**src/rtl/pll_lock_supervisor.sv**
```systemverilog
// PLL lock supervisor: synchronises raw LOCK inputs, retries failed locks by pulsing
// the shared PLL reset, and releases per-domain resets in order once all locks are stable.
module pll_lock_supervisor #(
  parameter int unsigned NUM_PLL     = 2,
  parameter int unsigned SYNC_STAGES = 2,
  parameter int unsigned STABLE_CYC  = 1024,
  parameter int unsigned TIMEOUT_CYC = 65536,
  parameter int unsigned PLL_RST_CYC = 16,
  parameter int unsigned GAP_CYC     = 8,
  parameter int unsigned CNT_W       = 8
) (
  input  logic               clk_i,
  input  logic               rst_i,
  input  logic [NUM_PLL-1:0] lock_i,
  output logic               pll_rst_o,
  output logic [NUM_PLL-1:0] rst_out_o,
  output logic               all_locked_o,
  output logic [CNT_W-1:0]   loss_cnt_o,
  output logic [CNT_W-1:0]   retry_cnt_o,
  output logic [2:0]         state_o
);

  localparam int unsigned PR_W = $clog2(PLL_RST_CYC) + 1;
  localparam int unsigned ST_W = $clog2(STABLE_CYC) + 1;
  localparam int unsigned TO_W = $clog2(TIMEOUT_CYC) + 1;
  localparam int unsigned GP_W = $clog2(GAP_CYC) + 1;
  localparam int unsigned IX_W = $clog2(NUM_PLL) + 1;

  localparam logic [PR_W-1:0] PR_LAST = PR_W'(PLL_RST_CYC - 1);
  localparam logic [ST_W-1:0] ST_LAST = ST_W'(STABLE_CYC - 1);
  localparam logic [TO_W-1:0] TO_LAST = TO_W'(TIMEOUT_CYC - 1);
  localparam logic [GP_W-1:0] GP_LAST = GP_W'(GAP_CYC - 1);
  localparam logic [IX_W-1:0] IX_LAST = IX_W'(NUM_PLL - 1);

  typedef enum logic [2:0] {
    RST_PLL   = 3'd0,
    WAIT_LOCK = 3'd1,
    RELEASE   = 3'd2,
    RUN       = 3'd3
  } state_t;

  logic [NUM_PLL-1:0] r_sync [SYNC_STAGES];
  logic               w_all_lk;

  state_t             r_state,      w_state_nxt;
  logic [PR_W-1:0]    r_pll_cnt,    w_pll_cnt_nxt;
  logic [ST_W-1:0]    r_stab_cnt,   w_stab_cnt_nxt;
  logic [TO_W-1:0]    r_tmo_cnt,    w_tmo_cnt_nxt;
  logic [GP_W-1:0]    r_gap_cnt,    w_gap_cnt_nxt;
  logic [IX_W-1:0]    r_idx,        w_idx_nxt;
  logic [IX_W-1:0]    w_idx_inc;
  logic               r_pll_rst,    w_pll_rst_nxt;
  logic [NUM_PLL-1:0] r_rst_out,    w_rst_out_nxt;
  logic               r_all_locked, w_all_locked_nxt;
  logic [CNT_W-1:0]   r_loss_cnt,   w_loss_cnt_nxt;
  logic [CNT_W-1:0]   r_retry_cnt,  w_retry_cnt_nxt;

  always_ff @(posedge clk_i or posedge rst_i) begin
    if (rst_i) begin
      for (int unsigned i = 0; i < SYNC_STAGES; i++) r_sync[i] <= '0;
    end else begin
      r_sync[0] <= lock_i;
      for (int unsigned i = 1; i < SYNC_STAGES; i++) r_sync[i] <= r_sync[i-1];
    end
  end

  assign w_all_lk  = &r_sync[SYNC_STAGES-1];
  assign w_idx_inc = r_idx + 1'b1;

  // Timers are held at zero outside their own state so every entry starts fresh.
  always_comb begin
    w_state_nxt     = r_state;
    w_pll_cnt_nxt   = '0;
    w_stab_cnt_nxt  = '0;
    w_tmo_cnt_nxt   = '0;
    w_gap_cnt_nxt   = '0;
    w_idx_nxt       = '0;
    w_rst_out_nxt   = r_rst_out;
    w_loss_cnt_nxt  = r_loss_cnt;
    w_retry_cnt_nxt = r_retry_cnt;

    case (r_state)
      RST_PLL: begin
        w_rst_out_nxt = '1;
        if (r_pll_cnt == PR_LAST) w_state_nxt = WAIT_LOCK;
        else                      w_pll_cnt_nxt = r_pll_cnt + 1'b1;
      end

      WAIT_LOCK: begin
        w_rst_out_nxt = '1;
        if (w_all_lk && (r_stab_cnt == ST_LAST)) begin
          w_state_nxt      = RELEASE;
          w_rst_out_nxt[0] = 1'b0;
        end else if (r_tmo_cnt == TO_LAST) begin
          w_state_nxt = RST_PLL;
          if (r_retry_cnt != '1) w_retry_cnt_nxt = r_retry_cnt + 1'b1;
        end else begin
          w_tmo_cnt_nxt  = r_tmo_cnt + 1'b1;
          w_stab_cnt_nxt = w_all_lk ? r_stab_cnt + 1'b1 : '0;
        end
      end

      RELEASE, RUN: begin
        if (!w_all_lk) begin
          w_state_nxt   = WAIT_LOCK;
          w_rst_out_nxt = '1;
          if (r_loss_cnt != '1) w_loss_cnt_nxt = r_loss_cnt + 1'b1;
        end else if (r_state == RUN) begin
          w_rst_out_nxt = '0;
        end else if (r_gap_cnt == GP_LAST) begin
          if (r_idx == IX_LAST) begin
            w_state_nxt = RUN;
          end else begin
            w_idx_nxt = w_idx_inc;
            for (int unsigned i = 1; i < NUM_PLL; i++) begin
              if (IX_W'(i) == w_idx_inc) w_rst_out_nxt[i] = 1'b0;
            end
          end
        end else begin
          w_gap_cnt_nxt = r_gap_cnt + 1'b1;
          w_idx_nxt     = r_idx;
        end
      end

      default: begin
        w_state_nxt   = RST_PLL;
        w_rst_out_nxt = '1;
      end
    endcase

    w_pll_rst_nxt    = (w_state_nxt == RST_PLL);
    w_all_locked_nxt = (w_state_nxt == RUN);
  end

  always_ff @(posedge clk_i or posedge rst_i) begin
    if (rst_i) begin
      r_state      <= RST_PLL;
      r_pll_cnt    <= '0;
      r_stab_cnt   <= '0;
      r_tmo_cnt    <= '0;
      r_gap_cnt    <= '0;
      r_idx        <= '0;
      r_pll_rst    <= 1'b1;
      r_rst_out    <= '1;
      r_all_locked <= 1'b0;
      r_loss_cnt   <= '0;
      r_retry_cnt  <= '0;
    end else begin
      r_state      <= w_state_nxt;
      r_pll_cnt    <= w_pll_cnt_nxt;
      r_stab_cnt   <= w_stab_cnt_nxt;
      r_tmo_cnt    <= w_tmo_cnt_nxt;
      r_gap_cnt    <= w_gap_cnt_nxt;
      r_idx        <= w_idx_nxt;
      r_pll_rst    <= w_pll_rst_nxt;
      r_rst_out    <= w_rst_out_nxt;
      r_all_locked <= w_all_locked_nxt;
      r_loss_cnt   <= w_loss_cnt_nxt;
      r_retry_cnt  <= w_retry_cnt_nxt;
    end
  end

  assign pll_rst_o    = r_pll_rst;
  assign rst_out_o    = r_rst_out;
  assign all_locked_o = r_all_locked;
  assign loss_cnt_o   = r_loss_cnt;
  assign retry_cnt_o  = r_retry_cnt;
  assign state_o      = r_state;

endmodule

```
**config.mk**
```make
export PLATFORM = sky130hd
export DESIGN_NAME = pll_lock_supervisor
export DESIGN_NICKNAME = d
export VERILOG_FILES = /design/src/rtl/pll_lock_supervisor.sv
export SDC_FILE = /design/constraint.sdc
export NUM_CORES = 1
export LEC_CHECK = 0
export CAP_MARGIN = 0
export CELL_PAD_IN_SITES_DETAIL_PLACEMENT = 0
export CELL_PAD_IN_SITES_GLOBAL_PLACEMENT = 1
export CORE_UTILIZATION = 45
export DETAILED_ROUTE_END_ITERATION = 12
export PLACE_DENSITY_LB_ADDON = 0.1
export REMOVE_ABC_BUFFERS = 1
export SKIP_LAST_GASP = 1
export SYNTH_ARGS = -nofsm -noshare
export SYNTH_HDL_FRONTEND = slang
export SYNTH_SLANG_ARGS = --single-unit
```
**constraint.sdc**
```tcl
create_clock -name clk_i -period 2.8 [get_ports clk_i]
set_input_delay 0.84 -clock clk_i [delete_from_list [all_inputs] [get_ports clk_i]]
set_output_delay 0.84 -clock clk_i [all_outputs]
set_load 0.02 [all_outputs]
```
# Word level (Yosys, flattened, before mapping)
# Cells that the tools add are included.
# Widths: inputs -> output; s select.
[totals]
regBits = 66
inputBits = 4
output_inout_bits = 23
elab_cells = 81
[op_classes]
add_sub_neg = 7
n_eq_ne = 16
muxes = 34
n_bitwise = 2
n_reduce_logical = 8
[op_table]
columns = ["op", "count"]
rows = [
  ["$mux 17", 3],
  ["$mux 11", 4],
  ["$mux 3", 7],
  ["$add 17x1->17 const B", 1],
  ["$eq 17x16->1 const B", 1],
  ["$add 8x1->8 const B", 2],
  ["$mux 4", 4],
  ["$ne 8x8->1 const B", 2],
  ["$mux 2", 6],
  ["$ne 4x4->1 const B", 3],
  ["$add 11x1->11 const B", 1],
  ["$eq 11x10->1 const B", 1],
  ["$mux 5", 2],
  ["$eq 3x2->1 const B", 3],
  ["$pmux 3 s3", 1],
  ["$logic_not 3->1", 2],
  ["$mux 1", 6],
  ["$reduce_and 3->1", 2],
  ["$add 5x1->5 const B", 1],
  ["$eq 5x4->1 const B", 1],
  ["$add 4x1->4 const B", 1],
  ["$eq 4x3->1 const B", 1],
  ["$pmux 2 s2", 1],
  ["$reduce_and 4->1", 1],
  ["other kinds (9)", 10],
]

# Depth between registers and ports, before layout
[depth]
depth_word = 8
mapped_depth = 7
mapped_depth_nobuf = 6

# Least setup slack after synthesis
# Ideal clock, no wire load.
[synth_timing]
path_kind = "reg-to-reg"
from = "register r_stab_cnt[0]"
to = "register r_retry_cnt[1], in the netlist retry_cnt_o[1]"
setup_ns = 0.125
t_arrival_ns = 1.827
t_required_ns = 2.675
slack_ns = 0.848
stages_incl_launch_ff = 7
path_buffers = 0
synth_period_minus_slack_ns = 1.952
cell_sequence = "dfrtp_1 > ha_1 > nand2_1 > or4_1 > and2_0 > nand3_2 > mux2_2"
[synth_via]
elab_chain_cells = 4
[synth_lines]
columns = ["item", "line_no", "rtl"]
rows = [
  ["start, declared", "47", "logic [ST_W-1:0] r_stab_cnt, w_stab_cnt_nxt;"],
  ["start signal, assigned", "151", "r_stab_cnt <= w_stab_cnt_nxt;"],
  ["$eq 11x10->1", "91", "if (w_all_lk && (r_stab_cnt == ST_LAST)) begin"],
  ["$logic_and 1x1->1", "91", ""],
  ["$not 1->1 (no source line)", "-", ""],
  ["$reduce_and 4->1 (no source line)", "-", ""],
  ["end signal, assigned", "159", "r_retry_cnt <= w_retry_cnt_nxt;"],
  ["end, declared", "56", "logic [CNT_W-1:0] r_retry_cnt, w_retry_cnt_nxt;"],
]
# Every way passes these cells.
# A chain may end at the register's enable or synchronous reset.

# Worst setup path after layout
[layout_timing]
from = "register r_state[1], in the netlist state_o[1]"
to = "output state_o[1]"
[layout_lines]
columns = ["item", "line_no", "rtl"]
rows = [
  ["start, declared", "45", "state_t r_state, w_state_nxt;"],
  ["start signal, assigned", "149", "r_state <= w_state_nxt;"],
  ["end, declared", "20", "output logic [2:0] state_o"],
]
# No word-level cell between the ends.

==> flow_metrics.py <==
metrics = {
    "layout": {
        "share_of_layout_cells_above_drive_strength_1_pct": 10.3,
        "layout.nets": 324,
        "final.fill_count": 561,
        "syn2layout_area_growth_pct": 19.8,
        "n_antenna_cell": 0,
        "total_non_filler_cell_area_in_the_finished_layout_um2": 3560,
    },
    "yosys": {
        "synth.distinct_cells": 42,
        "ys.warnings.count": 0,
        "yosysMostFrequentCell": "sky130_fd_sc_hd__dfrtp_1",
        "synth_compound_gate_area_share_pct": 2.44,
        "main_combinational_cell_family_by_area_after_synthesis": "simple AND/OR/NAND/NOR gates",
        "area_leader_netlist": "sky130_fd_sc_hd__dfrtp_1",
        "syn_area_um2": 2980,
        "synth_largest_type_area_fraction_pct": 53.0,
        "post_synth_mux_area_share_pct": 1.47,
        "synth_async_sr_flop_share_pct": 100,
        "count_of_flip_flops_with_a_built_in_enable_after_synthesis": 0,
        "yosys.area_share.simple_pct": 24.5,
        "synth_xor_xnor_area_share_pct": 11.5,
        "ys_ff_latch": 66,
        "post_synth.cell_area_avg_um2": 10.7,
        "synth_adder_area_share_pct": 2.52,
        "seq_area_frac_synth_pct": 55.6,
        "synthesis.instances": 278,
        "synth_top_cells_by_area": "sky130_fd_sc_hd__dfrtp_1 (53%), sky130_fd_sc_hd__nor2_1 (6.2%), sky130_fd_sc_hd__xnor2_1 (5.9%)",
        "synth-main-ff-cell": "sky130_fd_sc_hd__dfrtp_1",
        "synth_common_cells": "sky130_fd_sc_hd__dfrtp_1 (63), sky130_fd_sc_hd__nor2_1 (49), sky130_fd_sc_hd__nand3_1 (21)",
    },
    "timing": {
        "timing.clock.skew_ns": 0.00834,
        "finalMaxSlewViolations": 0,
        "rsz_0062_raised_after_global_routing": "false",
        "report.final.hold_viol_count": 0,
        "setup_tns_ns": 0,
        "final.period_utilization_pct": 85.3,
        "setup_violations": 0,
        "clock.fmax_mhz": 419,
        "slew_at_the_pin_with_the_worst_max_slew_slack_ns": 0.598,
        "hold-worst-slack_ns": 0.349,
        "max_slew_margin_pct": 59.8,
        "layout_min_cycle_time_ns": 2.39,
    },
    "critical_path": {
        "cp-start-kind": "flop",
        "r2r_cells": 6,
        "worst-path-stages": 1,
        "critical_path_cell_list": "clkdlybuf4s50_1",
        "worst_setup_path_end_kind": "output pin",
        "crit_required_ns": 1.96,
        "critical_path_buf_inv_count": 1,
        "worstPathMaxFanout": 10,
        "critPathMaxStageDelay_ns": 0.68,
        "critical-path-slowest-cell": "sky130_fd_sc_hd__clkdlybuf4s50_1",
        "critical_path.top_delay_family": "buffers and inverters",
        "cp.arrival_ns": 1.55,
        "critical_path_class": "flop to output pin",
    },
    "clock_tree": {
        "cts_hold_buf": 0,
        "tritoncts": "built",
        "cts_sinks": 66,
        "clk_transition_reported_paths_ns": 0.07,
        "htreeDepth": 3,
        "numCtsBuffers": 9,
        "clk_root_buffer_cell": "sky130_fd_sc_hd__clkbuf_8",
        "worst_skew_pair.late_latency_ns": 0.34,
        "clk_path_buf_depth": 2,
        "post_cts_resized": 0,
        "cts_setup_buffers": 0,
    },
    "global_routing": {
        "grt_pass1_wl_mm": 9.23,
        "grt_use_total_pct": 16.9,
        "largest_net_degree_at_the_start_of_global_routing": 67,
        "antenna_found_initial": 0,
        "number_of_global_route_vias_before_repair": 1940,
        "overflow": 0,
    },
    "detailed_routing": {
        "postRouteWirelength_mm": 5.24,
        "1st_iter_drt_viols": 58,
        "drt.antenna.violating_nets": 0,
        "detailedRoute.firstPassIterationCount": 4,
        "dr_total_vias": 1983,
        "post_drt_via_cell_ratio": 5.01,
        "detail_route.drc_violations": 0,
        "routed_wire_length_per_instance_um": 13.2,
    },
    "power": {
        "power_leakage_nw": 1.53,
        "power.density_nw_per_um2": 531,
        "ir_drop_mv": 0.304,
    },
    "outcome": {
        "status": "completed",
    },
    "placed_design": {
        "number_of_buffers_inserted_by_port_buffering": 26,
        "dpl.hpwl_mm": 3.54,
        "place_area_um2": 3340,
        "gp_congestion": 0.732,
    },
    "floorplanning": {
        "fp.coreArea_um2": 6350,
        "floorplan.die_area_um2": 6940,
        "initial_core_util_pct": 46.9,
        "fp.dieH_um": 83.3,
        "boundaryPins": 27,
        "standard_cell_rows": 29,
        "dieWidth_um": 83.3,
    },
    "worst_hold_path": {
        "whs_path_depth": 0,
        "worst_hold_path_type": "flop to flop",
    },
    "job": {
        "max-cap-violations": 0,
    },
}
## cell type report
class | instances | area [um^2] | share of cell area [%]
clock buffers | 11 | 141 | 3.97
well taps | 77 | 96.3 | 2.70
inverters | 10 | 37.5 | 1.05
clock inverters | 5 | 78.8 | 2.21
flip-flops and latches | 66 | 1660 | 46.5
multi-input cells | 199 | 1270 | 35.5
repair buffers | 28 | 288 | 8.08
## per-layer routing
metal	track usage [%]	wire length [um]	vias to the layer above
met5	0	0	-
met4	8.46	105	0
met3	3.78	138	10
met2	23.5	2290	22
met1	24.8	2710	943
li1	-	-	1008
## final timing paths
path                                          from                    endpoint  slack [ns]
max                           state_o[1]$_DFF_PP0_                  state_o[1]        0.41
min                            r_sync[2]$_DFF_PP0_         r_sync[0]$_DFF_PP0_        0.35
max reg2reg                r_stab_cnt[0]$_DFF_PP0_  retry_cnt_o[6]$_DFFE_PP0P_        0.72
min reg2reg                    r_sync[2]$_DFF_PP0_         r_sync[0]$_DFF_PP0_        0.35
max in group asynchronous                    rst_i    rst_out_o[0]$_DFFE_PP1P_        1.59
min in group asynchronous                    rst_i   loss_cnt_o[7]$_DFFE_PP0P_        0.88
## metrics by stage
stage	power (mW)	setup slack (ns)	cells	utilization [%]
floorplan	1.01	0.310	275	-
detailed placement	1.02	0.731	380	52.7
global route	1.96	0.343	396	56.1
finish	1.89	0.412	396	56.1
global placement	1.02	0.750	380	52.7
CTS	1.92	0.410	396	56.1
## logic make-up after synthesis
group / count (synthesis)
AND/OR/NAND/NOR: 140
flip-flops: 66
XOR/XNOR: 39
buffers and inverters: 13
AO/OA/AOI/OAI: 9
adder cells (fa/ha/maj): 6
multiplexers: 4
other: 1
## report_power, final
part           internal [mW]  switching (mW)
Clock                  0.525           0.363
Sequential             0.960         0.00542
Combinational         0.0120          0.0259
## cell usage in the layout (no fill, tap or decap), types with 2 or more instances in the layout
| cell | synthesis | layout |
|---|---|---|
| sky130_fd_sc_hd__a311o_1 | 2 | 2 |
| sky130_fd_sc_hd__and2_1 | 3 | 3 |
| sky130_fd_sc_hd__and3_1 | 11 | 11 |
| sky130_fd_sc_hd__bufinv_16 | 0 | 2 |
| sky130_fd_sc_hd__clkbuf_8 | 0 | 10 |
| sky130_fd_sc_hd__clkdlybuf4s50_1 | 0 | 26 |
| sky130_fd_sc_hd__clkinv_2 | 0 | 2 |
| sky130_fd_sc_hd__dfrtp_1 | 63 | 63 |
| sky130_fd_sc_hd__dfstp_2 | 3 | 3 |
| sky130_fd_sc_hd__ha_1 | 6 | 6 |
| sky130_fd_sc_hd__inv_1 | 10 | 9 |
| sky130_fd_sc_hd__mux2_2 | 3 | 3 |
| sky130_fd_sc_hd__nand2_1 | 19 | 19 |
| sky130_fd_sc_hd__nand2b_1 | 3 | 3 |
| sky130_fd_sc_hd__nand3_1 | 21 | 21 |
| sky130_fd_sc_hd__nand4_1 | 7 | 7 |
| sky130_fd_sc_hd__nand4b_1 | 2 | 2 |
| sky130_fd_sc_hd__nor2_1 | 49 | 49 |
| sky130_fd_sc_hd__nor3_1 | 9 | 9 |
| sky130_fd_sc_hd__nor4_1 | 2 | 2 |
| sky130_fd_sc_hd__o21ai_0 | 2 | 2 |
| sky130_fd_sc_hd__or2_2 | 2 | 2 |
| sky130_fd_sc_hd__xnor2_1 | 20 | 20 |
| sky130_fd_sc_hd__xor2_1 | 19 | 19 |
## state kept, by name, indices dropped and copies added (netlist names), 2 cells and up
signal	cells
r_stab_cnt	11
state_o	3
r_sync	4
retry_cnt_o	8
rst_out_o	2
r_pll_cnt	5
r_tmo_cnt	17
r_idx	2
loss_cnt_o	8
r_gap_cnt	4
(Power assumes the default switching activity.)
